===== src/rtl/add_chain_arbiter.sv =====
// Time-multiplexed increment unit shared by NUM_REQ requesters under round-robin arbitration.
// Each accepted operand is incremented once per cycle for its step count, then returned with its ID.
module add_chain_arbiter #(
    parameter int WIDTH   = 8,
    parameter int NUM_REQ = 4,
    parameter int STEP_W  = 3,
    parameter int ID_W    = 2
) (
    input  logic                      clock,
    input  logic                      reset,
    input  logic [NUM_REQ-1:0]        req_valid,
    input  logic [NUM_REQ*WIDTH-1:0]  req_data,
    input  logic [NUM_REQ*STEP_W-1:0] req_steps,
    output logic [NUM_REQ-1:0]        req_ready,
    output logic                      resp_valid,
    input  logic                      resp_ready,
    output logic [WIDTH-1:0]          resp_data,
    output logic [ID_W-1:0]           resp_id,
    output logic                      busy
);

    typedef enum logic [1:0] {
        IDLE = 2'd0,
        RUN  = 2'd1,
        DONE = 2'd2
    } state_t;

    state_t            state, state_nxt;
    logic [WIDTH-1:0]  acc, acc_nxt;
    logic [STEP_W-1:0] remaining, remaining_nxt;
    logic [ID_W-1:0]   cur_id, cur_id_nxt;
    logic [ID_W-1:0]   last_grant, last_grant_nxt;

    logic              grant_found;
    logic [ID_W-1:0]   grant_id;
    logic [WIDTH-1:0]  grant_data;
    logic [STEP_W-1:0] grant_steps;

    function automatic logic [WIDTH-1:0] inc_wrap(input logic [WIDTH-1:0] a);
        return a + WIDTH'(1);
    endfunction

    // Search starts just after the last grant; ID_W-bit addition wraps modulo NUM_REQ.
    always_comb begin
        grant_found = 1'b0;
        grant_id    = '0;
        for (int k = 1; k <= NUM_REQ; k++) begin
            logic [ID_W-1:0] cand;
            cand = last_grant + ID_W'(k);
            if (!grant_found && req_valid[cand]) begin
                grant_found = 1'b1;
                grant_id    = cand;
            end
        end
    end

    assign grant_data  = req_data[grant_id*WIDTH +: WIDTH];
    assign grant_steps = req_steps[grant_id*STEP_W +: STEP_W];

    always_comb begin
        req_ready = '0;
        if (!reset && state == IDLE && grant_found) begin
            req_ready[grant_id] = 1'b1;
        end
    end

    always_comb begin
        state_nxt      = state;
        acc_nxt        = acc;
        remaining_nxt  = remaining;
        cur_id_nxt     = cur_id;
        last_grant_nxt = last_grant;
        case (state)
            IDLE: begin
                if (grant_found) begin
                    acc_nxt        = grant_data;
                    cur_id_nxt     = grant_id;
                    last_grant_nxt = grant_id;
                    if (grant_steps == '0) begin
                        state_nxt = DONE;
                    end else begin
                        remaining_nxt = grant_steps;
                        state_nxt     = RUN;
                    end
                end
            end
            RUN: begin
                acc_nxt       = inc_wrap(acc);
                remaining_nxt = remaining - STEP_W'(1);
                if (remaining == STEP_W'(1)) begin
                    state_nxt = DONE;
                end
            end
            DONE: begin
                if (resp_ready) begin
                    state_nxt = IDLE;
                end
            end
            default: state_nxt = IDLE;
        endcase
    end

    // State register boundary
    always_ff @(posedge clock or posedge reset) begin
        if (reset) begin
            state      <= IDLE;
            acc        <= '0;
            remaining  <= '0;
            cur_id     <= '0;
            last_grant <= ID_W'(NUM_REQ - 1);
        end else begin
            state      <= state_nxt;
            acc        <= acc_nxt;
            remaining  <= remaining_nxt;
            cur_id     <= cur_id_nxt;
            last_grant <= last_grant_nxt;
        end
    end

    assign resp_valid = (state == DONE);
    assign busy       = (state != IDLE);
    assign resp_data  = acc;
    assign resp_id    = cur_id;

endmodule


===== config.mk =====
export PLATFORM = sky130hd
export DESIGN_NAME = add_chain_arbiter
export DESIGN_NICKNAME = d
export VERILOG_FILES = /design/src/rtl/add_chain_arbiter.sv
export SDC_FILE = /design/constraint.sdc
export NUM_CORES = 1
export LEC_CHECK = 0
export ABC_AREA = 0
export ABC_CLOCK_PERIOD_IN_PS = 2900
export BUFFER_PORTS_ARGS = -buffer_cell sky130_fd_sc_hd__buf_2
export CORE_UTILIZATION = 36
export DETAILED_ROUTE_END_ITERATION = 16
export SLEW_MARGIN = 0
export SYNTH_ARGS = -nofsm -noshare
export SYNTH_HDL_FRONTEND = slang
export SYNTH_SLANG_ARGS = --single-unit

===== constraint.sdc =====
create_clock -name clock -period 2.9 [get_ports clock]
set_input_delay 0.58 -clock clock [delete_from_list [all_inputs] [get_ports clock]]
set_output_delay 0.58 -clock clock [all_outputs]
set_load 0.01 [all_outputs]

==> Word-level counts from Yosys, hierarchy flattened <==
Cells that the tools add are included.
{ "word_totals": {"input_bits": 51, "reg_bits": 17, "out_inout_bits": 16} }
{ "op_classes": {"n_lt_le_gt_ge": 6, "multipliers": 1, "n_eq_ne": 7, "reduce_logical": 18, "addsub": 5, "shift": 2, "muxes": 29} }
{ "ops": {"columns": ["operator", "count"], "rows": [
  ["$shiftx A32 B6 Y8", 1],
  ["$mux W2", 8],
  ["$pmux W8 S2", 1],
  ["$lt A2 B3 Y1 const B", 5],
  ["$shiftx A12 B5 Y3", 1],
  ["$mux W1", 9],
  ["$add A8 B1 Y8 const B", 1],
  ["$bmux W1 S2", 4],
  ["$mux W8", 1],
  ["$logic_and A1 B1 Y1", 6],
  ["$mux W3", 2],
  ["$ne A2 B2 Y1 const B", 3],
  ["$pmux W2 S3", 1],
  ["$pmux W3 S2", 1],
  ["$reduce_and A3 Y1", 2],
  ["$add A2 B2 Y2 const B", 2],
  ["$logic_not A1 Y1", 4],
  ["$mul A2 B2 Y4 const B", 1],
  ["$mux W4", 1],
  ["$reduce_and A2 Y1", 2],
  ["$reduce_bool A2 Y1", 2],
  ["$eq A3 B1 Y1 const B", 1],
  ["$logic_not A3 Y1", 1],
  ["$sub A3 B1 Y3 const B", 1],
  ["7 further kinds", 7]
]} }

==> Depth between registers and ports, before layout <==
{ "depth": {"depth_word": 19, "ltp_mapped": 9, "depth_no_buf": 6} }

==> Least setup slack after synthesis <==
Ideal clock, no wire load.
{ "synth_timing": {"path_type": "input -> output", "from": "input port req_valid[2]", "to": "output port req_ready[1]", "path_stages": 6, "arrival_ns": 1.729, "required_ns": 2.320, "setup_slack_ns": 0.591, "n_path_buf": 2, "path_cell_list": "nand2b_1 > o22a_1 > o21a_1 > buf_6 > buf_4 > nor4_1"} }
{ "synth_via": {"elab_chain_cells": 17} }
{ "synth_lines": {"columns": ["item", "line", "rtl"], "rows": [
  ["start, declared", "11", "input logic [NUM_REQ-1:0] req_valid,"],
  ["$bmux W1 S2", "50", "if (!grant_found && req_valid[cand]) begin"],
  ["$mux W1 (not written as such)", "50", null],
  ["$mux W1", "50", null],
  ["$logic_not A1 Y1", "50", null],
  ["$logic_and A1 B1 Y1", "50", null],
  ["$mux W1", "50", null],
  ["$logic_not A1 Y1", "50", null],
  ["$logic_and A1 B1 Y1", "50", null],
  ["$mux W1", "50", null],
  ["$logic_not A1 Y1", "50", null],
  ["$logic_and A1 B1 Y1", "50", null],
  ["$mux W2", "50", null],
  ["$lt A2 B3 Y1 (not written as such) or $ge A2 B1 Y1 (tied branches)", "63", "req_ready[grant_id] = 1'b1;"],
  ["$logic_and A1 B1 Y1 (not written as such)", "63", null],
  ["$mux W1 (not written as such)", "63", null],
  ["$demux W1 S2", "63", null],
  ["$mux W4 *", "62", "if (!reset && state == IDLE && grant_found) begin"],
  ["end, declared", "14", "output logic [NUM_REQ-1:0] req_ready,"]
]} }
Mark *: on every way between the ends. The rest lies on a longest branch, timed or not. The select of a mux whose other input is x is not followed.

==> Final worst setup path <==
{ "layout_timing": {"from": "register last_grant[1]", "to": "output port req_ready[1]"} }
{ "layout_via": {"elab_chain_cells": 18} }
{ "layout_lines": {"columns": ["item", "line", "rtl"], "rows": [
  ["start, declared", "32", "logic [ID_W-1:0] last_grant, last_grant_nxt;"],
  ["start signal, assigned", "110", "last_grant <= ID_W'(NUM_REQ - 1);"],
  ["start signal, assigned", "116", "last_grant <= last_grant_nxt;"],
  ["$add A2 B1 Y2", "49", "cand = last_grant + ID_W'(k);"],
  ["$bmux W1 S2", "50", null],
  ["$mux W1 (not written as such)", "50", null],
  ["$mux W1", "50", null],
  ["$logic_not A1 Y1", "50", null],
  ["$logic_and A1 B1 Y1", "50", null],
  ["$mux W1", "50", null],
  ["$logic_not A1 Y1", "50", null],
  ["[... 2 more ...]", null, null],
  ["$logic_not A1 Y1", "50", null],
  ["$logic_and A1 B1 Y1", "50", null],
  ["$mux W2", "50", null],
  ["$lt A2 B3 Y1 (not written as such) or $ge A2 B1 Y1 (tied branches)", "63", null],
  ["$logic_and A1 B1 Y1 (not written as such)", "63", null],
  ["$mux W1 (not written as such)", "63", null],
  ["$demux W1 S2", "63", null],
  ["$mux W4 *", "62", null]
]} }
Marked as above.

==> impl_metrics.toml <==
[run_status]
status = "finished clean"

[grt]
grt_first_pass_wirelength_um = 6550
grt_max_degree = 21
grt.overflow.total = 0
grt_antenna_before_repair = 0
grt_usage_pct = 19.4
grt_pass1_vias = 1400

[sta]
post-route-min-period_ps = 2590
finClkSkew_ps = 2.65
fmax_ghz = 0.386
tightest_slew_ps = 667
finalMaxSlewViolations = 0
period_share_pct = 89.3
hold_violations = 0
fin_setup_tns_ps = 0
relSlewSlack_pct = 55.5
setup_viol = 0
holdWs_ps = 456
rsz0062_at_grt = "no"

[drt]
dr_total_vias = 1578
first_pass_iters = 4
vias_per_cell = 5.30
wl_per_cell_um = 13.5
ant_nets = 0
drcViolationCount = 0
dr.first_iter.drc_count = 43
drt-total-wl_um = 4020

[yosys]
yosysTopAreaCellShare_pct = 24.9
synthMuxAreaShare_pct = 21.5
async_flop_share_pct = 100
synthAdderAreaFrac_pct = 2.49
syn-num-nets = 234
yosysMostFrequentCell = "mux2i_1"
ys_seq_elements = 17
ys_top_cells_by_count = "mux2i_1 (23), nand2_1 (18), nor2_1 (17), dfrtp_1 (15), a21oi_1 (11)"
seq_area_frac_synth_pct = 28.3
synth_top_family_by_area = "compound AO/OA/AOI/OAI gates"
synth.top_cells.by_area = "dfrtp_1 (25%), mux2i_1 (15%), nand2_1 (4.5%)"
syn-cell-area_mm2 = 0.00151
syn_avg_cell_area_um2 = 8.39
synth_compound_area_share_pct = 22.7
synthCells = 180
synthSimpleGateAreaFrac_pct = 19.5
synthXorXnorAreaFrac_pct = 0
yosysTopAreaCell = "dfrtp_1"
synth_edf_count = 0
ys.flop_type = "dfrtp_1"
synth_warnings = 0
synthDistinctLibCells = 44

[clock_tree]
h-tree-depth = 1
cts_max_path_buffers = 2
cts_tree = "yes"
cts_resized = 0
cts_hold_buf = 0
cts_inserted_buffers = 3
root_buffer = "clkbuf_8"
numClockSinks = 17
cts_setup_buffers = 0
clk_pin_slew_worst_paths_ps = 70
clk_latency_ps = 250

[cells_and_area]
drive_gt1_share_pct = 34.3
fillers = 403
finalNetCount = 303
area_growth_pct = 29.2
antenna_cells = 0

[worst_setup_path]
crit_required_ps = 2320
timing.rr.start = "last_grant[1]"
end_kind = "output port"
start_kind = "register"
timing.rr.end = "resp_data[6]"
arrival_ps = 2010
criticalPathCategory = "reg2out"
reg2regPathDepth = 7
path_max_fanout = 20
r2r_slack_ps = 620

[die]
fp-row-count = 23
top_level_ports = 67
start_util_pct = 37.8
die_area_mm2 = 0.00446
fp.dieW_um = 66.8
die_height_um = 66.8
fp.coreArea_mm2 = 0.00400

[power_and_ir_drop]
p_per_area_mw_per_mm2 = 965
power_w = 0.00188
ir_worst_vdd_v = 0.000439
leakage_nw = 0.949

[placement]
dp_hpwl_um = 3290
io_buffers = 66
gp_congestion = 0.842

[min_path]
hold_path_class = "in2async"

[job]
max-cap-violations = 0
## worst max path at each step
stage / startpoint / endpoint / slack (ps)
after detailed placement: req_valid[2] / req_ready[1] / 410
after global routing: last_grant[1] / req_ready[1] / 200
final: last_grant[1] / req_ready[1] / 310
after global placement: req_valid[2] / req_ready[3] / 450
after floorplan: req_valid[2] / req_ready[1] / 590
after CTS: last_grant[1] / req_ready[1] / 300
## cells in the final DEF, fill, tap and decap left out, types with 5 or more instances in the layout
cell / Yosys / routed
buf_2: 1 / 66
mux2i_1: 23 / 23
nand2_1: 18 / 18
nor2_1: 17 / 17
dfrtp_1: 15 / 15
a21oi_1: 11 / 11
inv_1: 8 / 8
o21ai_0: 7 / 7
nor4_1: 6 / 6
o22ai_1: 5 / 5
mux2_2: 5 / 5
o21ai_1: 5 / 5
nor3_1: 5 / 5
buf_4: 2 / 5
## cells by family after synthesis
group           after synthesis
fa+ha+maj                     3
simple gates                 62
compound gates               51
flops                        17
buf+inv                      16
mux                          31
## through the flow
| step | utilization [%] | instances | area [µm²] | setup WS (ps) |
|---|---|---|---|---|
| finish | 48.8 | 298 | 1950 | 310 |
| global route | 48.8 | 298 | 1950 | 201 |
| CTS | 48.8 | 298 | 1950 | 299 |
| detailed placement | 47.7 | 294 | 1910 | 407 |
| global placement | 47.7 | 294 | 1910 | 446 |
| floorplan | - | 180 | 1510 | 591 |
## report_power, final
group / total, W / switching [W] / internal [W]
Sequential: 0.000505 / 0.000133 / 0.000372
Combinational: 0.00120 / 0.000649 / 0.000553
Clock: 0.000177 / 0.0000794 / 0.0000974
## registers in the layout (all words and copies together), names as in the netlist
name        flops
state           2
remaining       3
resp_id         2
last_grant      2
resp_data       8
## critical path, cell delays in order, from the launching register on
cell	delay [ps]
dfstp_2	600
mux2i_1	200
o22a_1	170
o21a_1	340
buf_12	230
nor4_1	70
buf_2	150
## metal layers
metal,global-route usage [%],vias to the layer above,wire length [µm]
met5,0,-,0
met4,3.19,0,17
met3,3.77,2,152
met2,31.7,36,1910
met1,26.6,728,1940
li1,-,812,-
## cell type report
type	instances	area, µm²	area share [%]
Tap cell	50	62.6	3.21
Timing Repair Buffer	72	388	19.9
Clock buffer	4	45.0	2.31
Sequential cell	17	428	21.9
Multi-Input combinational cell	147	998	51.2
Inverter	8	30.0	1.54
Note: power is estimated with default switching activity, not from simulation.
